--- config.mk ---
export PLATFORM = sky130hd
export DESIGN_NAME = rs232receive
export DESIGN_NICKNAME = d
export VERILOG_FILES = /design/src/rtl/rs232_defs.sv /design/src/rtl/rs232_sync2.sv /design/src/rtl/rs232receive.sv
export SDC_FILE = /design/constraint.sdc
export NUM_CORES = 1
export LEC_CHECK = 0
export ABC_AREA = 0
export CORE_MARGIN = 5
export CORE_UTILIZATION = 55
export DETAILED_ROUTE_END_ITERATION = 10
export PLACE_DENSITY_LB_ADDON = 0.25
export SLEW_MARGIN = 10
export SYNTH_ARGS = -nofsm -noshare
export SYNTH_HDL_FRONTEND = slang
export SYNTH_HIERARCHICAL = 1
export SYNTH_SLANG_ARGS = --single-unit
--- constraint.sdc ---
create_clock -name clk -period 2.6 [get_ports clk]
set_clock_uncertainty 0.15 [all_clocks]
set_input_delay 0.39 -clock clk [delete_from_list [all_inputs] [get_ports clk]]
set_output_delay 0.39 -clock clk [all_outputs]
set_load 0.02 [all_outputs]
--- src/rtl/rs232_defs.sv ---
// Shared RS-232 constants and receiver state encoding.
// The transmitter side imports the same line levels and default divisor.
package rs232_defs;

  localparam logic MARK      = 1'b1;
  localparam logic START_BIT = 1'b0;
  localparam logic STOP_BIT  = 1'b1;

  // 27 MHz clock cycles per bit; both link ends must agree on this value
  localparam int DEFAULT_DIVISOR = 352;

  typedef enum logic [2:0] {
    IDLE,
    START,
    DATA,
    STOP,
    WAIT_MARK
  } rx_state_t;

endpackage

--- src/rtl/rs232_sync2.sv ---
// Two-flop synchronizer for an asynchronous input.
// Both flops reset to mark, so a reset never looks like a start edge.
module rs232_sync2 (
  input  logic clk,
  input  logic reset,
  input  logic d,
  output logic q
);

  logic meta;

  always_ff @(posedge clk or posedge reset) begin
    if (reset) begin
      meta <= 1'b1;
      q    <= 1'b1;
    end else begin
      meta <= d;
      q    <= meta;
    end
  end

endmodule

--- src/rtl/rs232receive.sv ---
// 8N1 serial receiver: validates the start bit at mid-bit and samples data LSB-first.
// Emits a one-cycle data_valid or framing_error strobe at the stop-bit sample.
module rs232receive
  import rs232_defs::*;
#(
  parameter int DIVISOR = DEFAULT_DIVISOR
) (
  input  logic       clk,
  input  logic       reset,
  input  logic       rxd,
  output logic [7:0] data,
  output logic       data_valid,
  output logic       framing_error,
  output logic       busy
);

  localparam int CW = $clog2(DIVISOR);
  localparam int H  = DIVISOR / 2;
  localparam logic [CW-1:0] HALF_LAST = CW'(H - 1);
  localparam logic [CW-1:0] BIT_LAST  = CW'(DIVISOR - 1);

  rx_state_t     state;
  logic [CW-1:0] count;
  logic [2:0]    bit_idx;
  logic [7:0]    shift;
  logic          rxd_s;

  rs232_sync2 u_sync (
    .clk   (clk),
    .reset (reset),
    .d     (rxd),
    .q     (rxd_s)
  );

  // The counter is cleared on every state change, so each sample point is an
  // exact offset from the synchronized start edge.
  always_ff @(posedge clk or posedge reset) begin
    if (reset) begin
      state         <= IDLE;
      count         <= '0;
      bit_idx       <= '0;
      shift         <= '0;
      data          <= '0;
      data_valid    <= 1'b0;
      framing_error <= 1'b0;
      busy          <= 1'b0;
    end else begin
      data_valid    <= 1'b0;
      framing_error <= 1'b0;
      case (state)
        IDLE: begin
          if (rxd_s == START_BIT) begin
            state <= START;
            count <= '0;
            busy  <= 1'b1;
          end
        end
        START: begin
          if (count == HALF_LAST) begin
            count <= '0;
            if (rxd_s == START_BIT) begin
              state   <= DATA;
              bit_idx <= '0;
            end else begin
              state <= IDLE;
              busy  <= 1'b0;
            end
          end else begin
            count <= count + 1'b1;
          end
        end
        DATA: begin
          if (count == BIT_LAST) begin
            count <= '0;
            shift <= {rxd_s, shift[7:1]};
            if (bit_idx == 3'd7) begin
              state <= STOP;
            end else begin
              bit_idx <= bit_idx + 1'b1;
            end
          end else begin
            count <= count + 1'b1;
          end
        end
        STOP: begin
          if (count == BIT_LAST) begin
            count <= '0;
            if (rxd_s == STOP_BIT) begin
              data       <= shift;
              data_valid <= 1'b1;
              state      <= IDLE;
              busy       <= 1'b0;
            end else begin
              framing_error <= 1'b1;
              state         <= WAIT_MARK;
            end
          end else begin
            count <= count + 1'b1;
          end
        end
        // A break or stuck-low line must not be mistaken for a new start bit
        WAIT_MARK: begin
          if (rxd_s == MARK) begin
            state <= IDLE;
            busy  <= 1'b0;
          end
        end
        default: begin
          state <= IDLE;
          busy  <= 1'b0;
        end
      endcase
    end
  end

endmodule

* After elaboration in Yosys (flattened, before gate mapping) *
Index checks and enable logic that the tools add are counted.

word-level totals
  logic and storage cells = 67
  output and inout port bits = 11
  flip-flop bits (word level) = 36

cells by class
  bitwise logic cells = 1
  muxes and demuxes = 29
  equality and inequality tests = 15
  add/subtract/negate cells = 2
  reductions and logical operators = 10

operator list
  cell                                                 count
  two-way mux 3 bit                                    11
  two-way mux 9 bit                                    3
  one-hot mux 9 bit (3 select lines)                   1
  one-hot mux 3 bit (5 select lines)                   1
  != test 2 bit, second input constant                 7
  two-way mux 1 bit                                    10
  adder 9 x 1 -> 9 bit, second input constant          1
  equality test 9 x 8 -> 1 bit, second input constant  1
  equality test 9 bit, second input constant           1
  equality test 3 x 2 -> 1 bit, second input constant  2
  equality test 3 bit, second input constant           2
  one-hot mux 3 bit (2 select lines)                   1
  AND reduction 6 bit                                  1
  one-hot mux 1 bit (5 select lines)                   1
  AND reduction 5 bit                                  1
  AND reduction 2 bit                                  2
  AND reduction 4 bit                                  1
  adder 3 x 1 -> 3 bit, second input constant          1
  equality test 3 x 1 -> 1 bit, second input constant  1
  zero test 3 bit                                      1
  AND reduction 3 bit                                  1
  nonzero test 3 bit                                   1
  two-way mux 2 bit                                    1
  != test 2 x 1 -> 1 bit, second input constant        1
  3 further kinds                                      3

* Longest topological paths before layout *
Gate-level depths: netlist of run 1.

  depth after elaboration = 4
  depth in mapped cells = 7
  gate-level depth less buffers = 6

* By module *
Netlist of run 1, hierarchy kept.

by module, submodules not included
  module        cells each  sequential area each (sq um)  area an instance (sq um)  times used
  rs232receive  141         850.8                         1679.1                    1
  rs232_sync2   3           52.6                          56.3                      1

* Worst setup path after synthesis of run 1 *
Ideal clock, no wire load.

  path kind = register to register
  start point = register count[0]
  end point = register data[0]
  arrival = 1.582 ns
  path slack = 0.743 ns
  stages on the path, launching flop included = 7
  cell sequence = dfrtp_1 > ha_1 > and4_1 > buf_6 > and3_4 > nand3_4 > mux2_4

on the way
  longest elaborated chain between the ends = 2

ends and longest elaborated chain
  element                        RTL line            RTL
  start: declaration             rs232receive.sv:23  logic [CW-1:0] count;
  start signal: assignment       rs232receive.sv:69  count <= count + 1'b1;
  start signal: assignment       rs232receive.sv:82  count <= count + 1'b1;
  start signal: assignment       rs232receive.sv:98  count <= count + 1'b1;
  equality test 9 bit            rs232receive.sv:86  if (count == BIT_LAST) begin
  AND reduction 3 bit (no line)  --
  end signal: assignment         rs232receive.sv:89  data <= shift;
  end: declaration               rs232receive.sv:11  output logic [7:0] data,

Every way passes these cells.
A chain may end at the register's enable or synchronous reset.

* Final worst setup path of run 1 *
  start point = register count[0]
  end point = register bit_idx[0]

on the way
  longest elaborated chain between the ends = 3
  elaborated cells between the ends (all ways) = 5
  those cells by class = eq/ne (4); reduce/logical (1)

ends and longest elaborated chain
  element                                                              RTL line                                RTL
  equality test 9 bit or equality test 9 x 8 -> 1 bit (tied branches)  rs232receive.sv:73, rs232receive.sv:59
  != test 2 bit (no line)                                              --
  AND reduction 5 bit (no line) (*)                                    --
  end signal: assignment                                               rs232receive.sv:79                      bit_idx <= bit_idx + 1'b1;
  end: declaration                                                     rs232receive.sv:24                      logic [2:0] bit_idx;

Mark *: on every way between the ends. The rest lies on a longest branch, timed or not.

==> results.json, run 1 <==
{
  "dr.pass1.iters": 4,
  "clk_pin_slew_ns": 0.12,
  "p_leak_nw": 0.942,
  "grt_max_degree": 35,
  "ir_worst_vdd_mv": 0.339,
  "place_congestion": 0.848,
  "slew_headroom_pct": 72.1,
  "viasPerCell": 5.64,
  "timing.final.ws_setup_ns": 0.584,
  "antenna_found_initial": 0,
  "finalSetupViolCount": 0,
  "grt_pass1_wl_um": 5400,
  "fmax_mhz": 496,
  "vias": 1150,
  "num-nets-final": 165,
  "report.final.slew_viol_count": 0,
  "holdBufCountCts": 0,
  "antenna_cells": 0,
  "cts_tree": "built",
  "synth_top_area_share_pct": 49.0,
  "totalPowerFinal_uw": 974,
  "p_per_area_nw_per_um2": 495,
  "synthArstFlopShare_pct": 100,
  "dieHeight_um": 66.2,
  "drc": 0,
  "drt_iter0_drc": 57,
  "clock_path_buffers": 2,
  "syn_avg_cell_area_um2": 12.1,
  "cts_sinks": 36,
  "tns_ns": 0,
  "drv_cap": 0,
  "synth_edf_count": 0,
  "ys_top_cells_by_area": "dfrtp_1 (49%), mux2_4 (7.8%), mux2_2 (5.2%), dfstp_2 (3.0%), nand2_1 (2.6%)",
  "syn_area_um2": 1740,
  "rrSetupSlack_ns": 0.58,
  "holdWs_ns": 0.221,
  "grt_pass1_vias": 1183,
  "start_util_pct": 57.3,
  "cp_max_fo": 9,
  "timing_worst_setup_path_type": "flip-flop to flip-flop",
  "placed_area_um2": 1890,
  "finalHoldViolCount": 0,
  "io_buffers": 13,
  "min_path_type": "flip-flop to flip-flop",
  "synth_ff_type": "dfrtp_1",
  "outcome": "completed",
  "fin_area_um2": 1970,
  "synth_nets": 150,
  "synth_top_area_cell": "dfrtp_1",
  "insertion_delay_ns": 0.34,
  "synth_cell_types": 49,
  "yosys_warnings": 6,
  "arrival_ns": 2.11,
  "start_kind": "flip-flop",
  "crit_required_ns": 2.69,
  "cts_buffers": 5,
  "track_usage_pct": 16.3,
  "tightest_slew_ns": 0.418,
  "netlist_instances": 144,
  "period_needed_ns": 2.02,
  "die_area_um2": 4380,
  "endpoint_kind": "flip-flop",
  "wirelength_um": 3000,
  "yosysSeqAreaShare_pct": 52.1,
  "die_w_um": 66.2,
  "dpl.hpwl_um": 2180,
  "rsz0062_at_grt": "no",
  "clockRootBuffer": "clkbuf_4",
  "cts_setup_buffers": 0,
  "ios": 14,
  "coreArea_um2": 3030,
  "syn_to_final_growth_pct": 13.4,
  "rows": 20,
  "ctsHtreeMaxLevel": 2,
  "dp_slack_ns": 0.578,
  "cts_resized": 0,
  "ant_nets": 0,
  "drive_above_1_share_pct": 24.4,
  "synth_seq_cells": 36,
  "fin_crit_sh_pct": 77.5,
  "grt-ovfl-total": 0,
  "wl_per_cell_um": 14.7
}
## per-stage QoR
step | utilization, % | cells
after floorplan | - | 144
after global placement | 62.4 | 196
after detailed placement | 62.4 | 196
after CTS | 65.0 | 204
after global routing | 65.0 | 204
final | 65.0 | 204
## where the power goes
| part | internal [mW] | switching, mW |
|---|---|---|
| Clock | 0.200 | 0.192 |
| Combinational | 0.00439 | 0.0122 |
| Sequential | 0.563 | 0.00258 |
## final timing paths
kind / start / endpoint / cells past startpoint
setup / recovery: count[0] / bit_idx[0] / 6
max in group asynchronous: reset / count[6] / 3
min in group asynchronous: reset / u_sync/meta / 2
hold / removal: u_sync/meta / u_sync/q / 0
hold reg to reg: u_sync/meta / u_sync/q / 0
setup reg to reg: count[0] / bit_idx[0] / 6
## worst max-delay path: stages (launching register included)
cell,delay [ns]
dfrtp_1,0.42
ha_1,0.22
and4_1,0.35
nand4_4,0.24
nor2_4,0.20
o21ai_2,0.08
mux2_4,0.27
## placed cells by master, fill, tap and decap left out, types with 2 or more instances in the layout
master           instances
a211oi_1                 2
a21o_1                   2
a21oi_1                  5
a22o_1                   3
clkbuf_4                 5
clkdlybuf4s50_1         13
dfrtp_1                 34
dfstp_2                  2
ha_1                     3
inv_1                    5
mux2_2                   8
mux2_4                   9
nand2_1                 12
nand3_1                  4
nor2_1                  11
nor3_1                   3
o21ai_0                  3
o21ai_2                  2
o31ai_1                  2
## cell usage after synthesis, types with 3 or more instances
cell,instances
dfrtp_1,34
nand2_1,12
nor2_1,11
mux2_4,9
mux2_2,8
a21oi_1,5
inv_1,5
nand3_1,4
a22o_1,3
ha_1,3
nor3_1,3
o21ai_0,3
## state kept, by name (all words and copies together), names as in the netlist
signal / cells
data_valid: 1
data: 8
u_sync/q: 1
bit_idx: 3
u_sync/meta: 1
framing_error: 1
state: 3
shift: 8
count: 9
busy: 1
## layout make-up
type	count	area, µm²
fill	235	1060
sequential	36	903
multi-input combinational	97	773
timing repair buffer	14	138
tap	44	55.1
clock inverter	3	42.5
clock buffer	5	37.5
inverter	5	18.8
## kinds of logic (layout without fill, tap and decap cells)
| kind of cell | count (synthesis) | after routing | share of synthesized area (%) |
|---|---|---|---|
| fa+ha+maj | 3 | 3 | 2.16 |
| compound gates | 28 | 28 | 11.8 |
| simple gates | 48 | 48 | 17.1 |
| mux | 18 | 18 | 13.6 |
| flops | 36 | 36 | 52.1 |
| buf+inv | 11 | 27 | 3.39 |
## routing by layer
layer,up-vias,wire (µm),GRT usage [%]
met3,4,124,4.25
met1,573,1300,19.2
met5,-,0,0
met4,0,15,6.35
met2,22,1560,28.1
li1,551,-,-
Note: power is estimated with default switching activity, not from simulation.
==> run 2, diff against run 1 <==
--- a/config.mk
+++ b/config.mk
@@ -7,7 +7,7 @@
 export LEC_CHECK = 0
 export ABC_AREA = 0
 export CORE_MARGIN = 5
-export CORE_UTILIZATION = 55
+export CORE_UTILIZATION = 51
 export DETAILED_ROUTE_END_ITERATION = 10
 export PLACE_DENSITY_LB_ADDON = 0.25
 export SLEW_MARGIN = 10
==> constraint.sdc (replaced) <==
create_clock -name clk -period 1.6 [get_ports clk]
set_clock_uncertainty 0.15 [all_clocks]
set_input_delay 0.24 -clock clk [delete_from_list [all_inputs] [get_ports clk]]
set_output_delay 0.24 -clock clk [all_outputs]
set_load 0.02 [all_outputs]
==> run 2 against run 1 <==
The run now ends with setup timing left. Utilization up 9.9 points. Non-clock buffer count up 46. Maximum frequency up 12%. Hold slack worse by 0.14 ns. Clock power up 64%. First-iteration DRC count down 5.3%. Via count up 20%. Die area up 6.7%. Power up 64%. Critical endpoint is now data[2]. Largest cell class is now multi-input combinational cells.
==> results.json, run 2 (same netlist as run 1, synthesis figures left out) <==
{
  "tightest_slew_ns": 0.326,
  "crit_path_end": "data[2]",
  "antenna_found_initial": 0,
  "wirelength_um": 4210,
  "drv_cap": 0,
  "ios": 14,
  "io_buffers": 13,
  "outcome": "finished with violations",
  "r2r-start": "count[1]",
  "clockRootBuffer": "clkbuf_4",
  "ant_nets": 0,
  "period_needed_ns": 1.80,
  "final_common_cell": "buf_4",
  "fmax_mhz": 555,
  "finalSetupViolCount": 30,
  "finalHoldViolCount": 0,
  "viasPerCell": 5.46,
  "grt_max_degree": 35,
  "dpl.hpwl_um": 2610,
  "wl_per_cell_um": 16.6,
  "grt-ovfl-total": 0,
  "startpoint": "count[1]",
  "antenna_cells": 0,
  "syn_to_final_growth_pct": 43.0,
  "track_usage_pct": 19.3,
  "drt_iter0_drc": 54,
  "dieHeight_um": 68.3,
  "totalPowerFinal_mw": 1.60,
  "tns_ns": -4.10,
  "min_path_type": "input pin to asynchronous set/reset pin",
  "dr.pass1.iters": 4,
  "ir_worst_vdd_mv": 0.497,
  "clk_pin_slew_ns": 0.11,
  "start_kind": "flip-flop",
  "vias": 1381,
  "reg2regPathDepth": 5,
  "violations": "setup timing",
  "p_leak_nw": 1.28,
  "dp_slack_ns": -0.233,
  "cts_tree": "built",
  "largestRegisters": "count (9), data (8), shift (8)",
  "r2r_end": "data[2]",
  "mostFrequentLayoutCells": "buf_4 (39), dfrtp_1 (33), mux2_4 (16), nand2_1 (11), dlygate4sd2_1 (11)",
  "drive_above_1_share_pct": 51.2,
  "regMostFlops": "count",
  "drc": 0,
  "p_per_area_nw_per_um2": 644,
  "die_w_um": 68.3,
  "slew_headroom_pct": 78.1,
  "ctsHtreeMaxLevel": 2,
  "place_congestion": 0.807,
  "grt_pass1_wl_um": 6390,
  "report.final.slew_viol_count": 0,
  "die_area_um2": 4670,
  "arrival_ns": 1.90,
  "endpoint_kind": "flip-flop",
  "rrSetupSlack_ns": -0.20,
  "fin_area_um2": 2480,
  "largest_reg_flops": 9,
  "placed_area_um2": 2160,
  "fin_crit_sh_pct": 113,
  "insertion_delay_ns": 0.35,
  "rows": 21,
  "rsz0062_at_grt": "yes",
  "timing_worst_setup_path_type": "flip-flop to flip-flop",
  "fin_util_pct": 74.9,
  "start_util_pct": 52.4,
  "coreArea_um2": 3310,
  "clock_path_buffers": 2,
  "num-nets-final": 212,
  "cts_sinks": 36,
  "cp_max_fo": 5,
  "grt_pass1_vias": 1383,
  "crit_required_ns": 1.70,
  "cts_buffers": 5,
  "timing.final.ws_setup_ns": -0.203
}
run 2: cell types whose count changed in the layout (fill, tap and decap cells not counted), moves of 6 or more:
cell,delta
buf_4,+38
buf_6,+6
clkdlybuf4s50_1,-11
dlygate4sd2_1,+11
mux2_2,-7
mux2_4,+7
run 2: repair_timing:
| item | in CTS | in global routing |
|---|---|---|
| hold buffers | 0 | 0 |
| gates cloned | 1 | 0 |
| gates resized for setup | 38 | 15 |
| setup endpoints to repair | 43 | 34 |
| pin swaps | 16 | 7 |
| buffers inserted | 7 | 8 |
run 2: power by group:
part           leakage, nW  total [mW]  switching, mW  internal, mW
logic                0.761      0.0338         0.0218        0.0120
registers            0.476       0.919        0.00531         0.914
clock network       0.0412       0.643          0.318         0.325
run 2: worst min-delay path by stage:
stage / endpoint / slack, ns / cells after the start
4_1_cts: u_sync/meta / 0.08 / 2
6_report: u_sync/meta / 0.08 / 2
3_5_place_dp: u_sync/q / 0.20 / 0
2_1_floorplan: u_sync/meta / 0.002 / 1
5_1_grt: u_sync/meta / 0.07 / 2
3_3_place_gp: u_sync/q / 0.20 / 0
run 2: layout make-up:
type,count,area (µm²)
Clock buffer,5,37.5
Clock inverter,3,42.5
Fill cell,226,830
Inverter,5,18.8
Multi-Input combinational cell,98,908
Sequential cell,36,905
Tap cell,46,57.6
Timing Repair Buffer,60,512
run 2: routing by layer:
| layer | track usage [%] | share of wire (%) |
|---|---|---|
| met5 | 0 | 0 |
| met4 | 9.93 | 1.5 |
| met3 | 4.60 | 2.9 |
| met2 | 33.9 | 54 |
| met1 | 21.4 | 42 |
run 2: per-stage QoR:
stage / hold slack [ns] / std cells
floorplan: 0.00150 / 144
global placement: 0.198 / 232
detailed placement: 0.199 / 232
CTS: 0.0752 / 246
global route: 0.0737 / 253
finish: 0.0806 / 253
run 2: worst max-delay path: stages (launching register included):
cell     delay [ns]
dfrtp_1        0.43
ha_4           0.17
and4_4         0.25
and3_4         0.23
nand3_4        0.14
mux2_4         0.33
==> run 3, diff against run 2 <==
--- a/config.mk
+++ b/config.mk
@@ -6,7 +6,7 @@
 export NUM_CORES = 1
 export LEC_CHECK = 0
 export ABC_AREA = 0
-export CORE_MARGIN = 5
+export CORE_MARGIN = 10
 export CORE_UTILIZATION = 51
 export DETAILED_ROUTE_END_ITERATION = 10
 export PLACE_DENSITY_LB_ADDON = 0.25
==> run 3 against run 2 <==
The flow still finishes with violations (setup timing). Sequential share of layout area increased by 2.2 points. Clock power shrank 23%. Wire length is 9.3% lower. Die area is 31% higher. Cell count shrank 5.1%. Flip-flop and latch count did not move. Maximum frequency increased by 1.0%. Hold slack lost 0.021 ns. Critical path depth is 1 higher. Largest cell class is now sequential cells. Highest routed layer unchanged.
==> results.json, run 3 (same netlist as run 1, synthesis figures left out) <==
{
  "largest_reg_flops": 9,
  "coreArea_um2": 3310,
  "stdcell_count": 240,
  "grt_pass1_wl_um": 6470,
  "syn_to_final_growth_pct": 34.8,
  "clk_pin_slew_ns": 0.12,
  "mostFrequentLayoutCells": "dfrtp_1 (33), buf_4 (28), mux2_4 (15), dlygate4sd2_1 (11), nand2_1 (10)",
  "wirelength_um": 3810,
  "dr.pass1.iters": 4,
  "ctsHtreeMaxLevel": 2,
  "grt_pass1_vias": 1379,
  "p_per_area_nw_per_um2": 621,
  "drc": 0,
  "grt-ovfl-total": 0,
  "insertion_delay_ns": 0.36,
  "finalSetupViolCount": 29,
  "slew_headroom_pct": 80.2,
  "num-nets-final": 199,
  "ant_nets": 0,
  "pwr-share-seq_pct": 63.4,
  "crit_required_ns": 1.73,
  "totalPowerFinal_mw": 1.45,
  "p_int_mw": 1.10,
  "finalHoldViolCount": 0,
  "track_usage_pct": 12.9,
  "period_needed_ns": 1.78,
  "die_area_um2": 6140,
  "antenna_found_initial": 0,
  "ios": 14,
  "place_congestion": 0.776,
  "timing.final.ws_setup_ns": -0.185,
  "start_util_pct": 52.4,
  "start_kind": "flip-flop",
  "fmax_mhz": 560,
  "drt_iter0_drc": 57,
  "clock_path_buffers": 2,
  "wl_per_cell_um": 15.9,
  "power_switching_uw": 357,
  "placed_cells": 230,
  "final_common_cell": "dfrtp_1",
  "violations": "setup timing",
  "rsz0062_at_grt": "yes",
  "switching_share_pct": 24.6,
  "dpl.hpwl_um": 2520,
  "cp_max_fo": 4,
  "outcome": "finished with violations",
  "cts_sinks": 36,
  "p_comb_share_pct": 2.4,
  "endpoint_kind": "flip-flop",
  "antenna_cells": 0,
  "largestRegisters": "count (9), data (8), shift (8)",
  "min_path_type": "input pin to asynchronous set/reset pin",
  "viasPerCell": 5.53,
  "die_w_um": 78.3,
  "io_buffers": 13,
  "vias": 1327,
  "arrival_ns": 1.92,
  "drv_cap": 0,
  "holdBufCountCts": 0,
  "cts_buffers": 5,
  "ir_worst_vdd_mv": 0.495,
  "dieHeight_um": 78.3,
  "grt_max_degree": 35,
  "cts_tree": "built",
  "p_leak_nw": 1.19,
  "fin_crit_sh_pct": 112,
  "clockRootBuffer": "clkbuf_4",
  "drive_above_1_share_pct": 47.4,
  "tightest_slew_ns": 0.295,
  "report.final.slew_viol_count": 0,
  "clock_power_share_pct": 34.2,
  "timing_worst_setup_path_type": "flip-flop to flip-flop",
  "regMostFlops": "count",
  "rows": 21
}
## run 3: layout make-up
type | instances | area [µm²]
fillers | 258 | 971
clock inverters | 3 | 18.8
flip-flops and latches | 36 | 905
inverters | 5 | 18.8
repair buffers | 47 | 407
clock buffers | 5 | 37.5
multi-input cells | 98 | 896
well taps | 46 | 57.6
## run 3: metal layers
layer  track usage (%)  wire length, µm  share of wire (%)
met1              14.8             1670                 44
met2              21.0             1870                 49
met3              4.67              195                5.1
met4              6.27               84                2.2
met5                 0                0                  0
## run 3: critical path, cell delays in order, from the launching register on
cell and delay, ns:
dfrtp_1 0.41, buf_4 0.13, and4bb_4 0.21, a22oi_2 0.25, o21ai_2 0.13, or3_1 0.35, o21ai_1 0.08
## run 3: what timing repair did
item | CTS | global route
endpoints found under the hold margin | 0 | 0
gates resized for setup | 36 | 13
gates cloned | 1 | 0
setup endpoints to repair | 44 | 34
pin swaps | 10 | 6
setup buffers | 2 | 1
## run 3: path summary, 6_finish.rpt
| path | slack, ns | startpoint | to | depth (start not counted) |
|---|---|---|---|---|
| max | -0.18 | count[6] | count[5] | 6 |
| min in group clk | 0.12 | rxd | u_sync/meta | 1 |
| max reg2reg | -0.18 | count[6] | count[5] | 6 |
| max in group asynchronous | 1.03 | reset | shift[0] | 3 |
| min | 0.06 | reset | u_sync/q | 2 |
| min reg2reg | 0.22 | u_sync/meta | u_sync/q | 0 |
## run 3: power by group through the flow
stage / combinational [mW] / clock [mW] / sequential [mW]
2_1_floorplan: 0.0201 / 0 / 0.932
3_3_place_gp: 0.0331 / 0 / 0.936
3_5_place_dp: 0.0342 / 0 / 0.936
4_1_cts: 0.0343 / 0.514 / 0.920
5_1_grt: 0.0383 / 0.548 / 0.921
6_report: 0.0342 / 0.497 / 0.921
## run 3: through the flow
stage	util [%]	setup TNS, ns	setup WS, ns	area [µm²]	hold WS, ns
6_report	70.7	-3.41	-0.185	2340	0.0600
5_1_grt	70.7	-5.16	-0.229	2340	0.0885
4_1_cts	69.3	-3.36	-0.176	2290	0.0559
3_5_place_dp	64.8	-4.27	-0.205	2150	0.198
3_3_place_gp	64.8	-3.35	-0.164	2150	0.197
2_1_floorplan	-	-2.43	-0.214	1740	0.00150
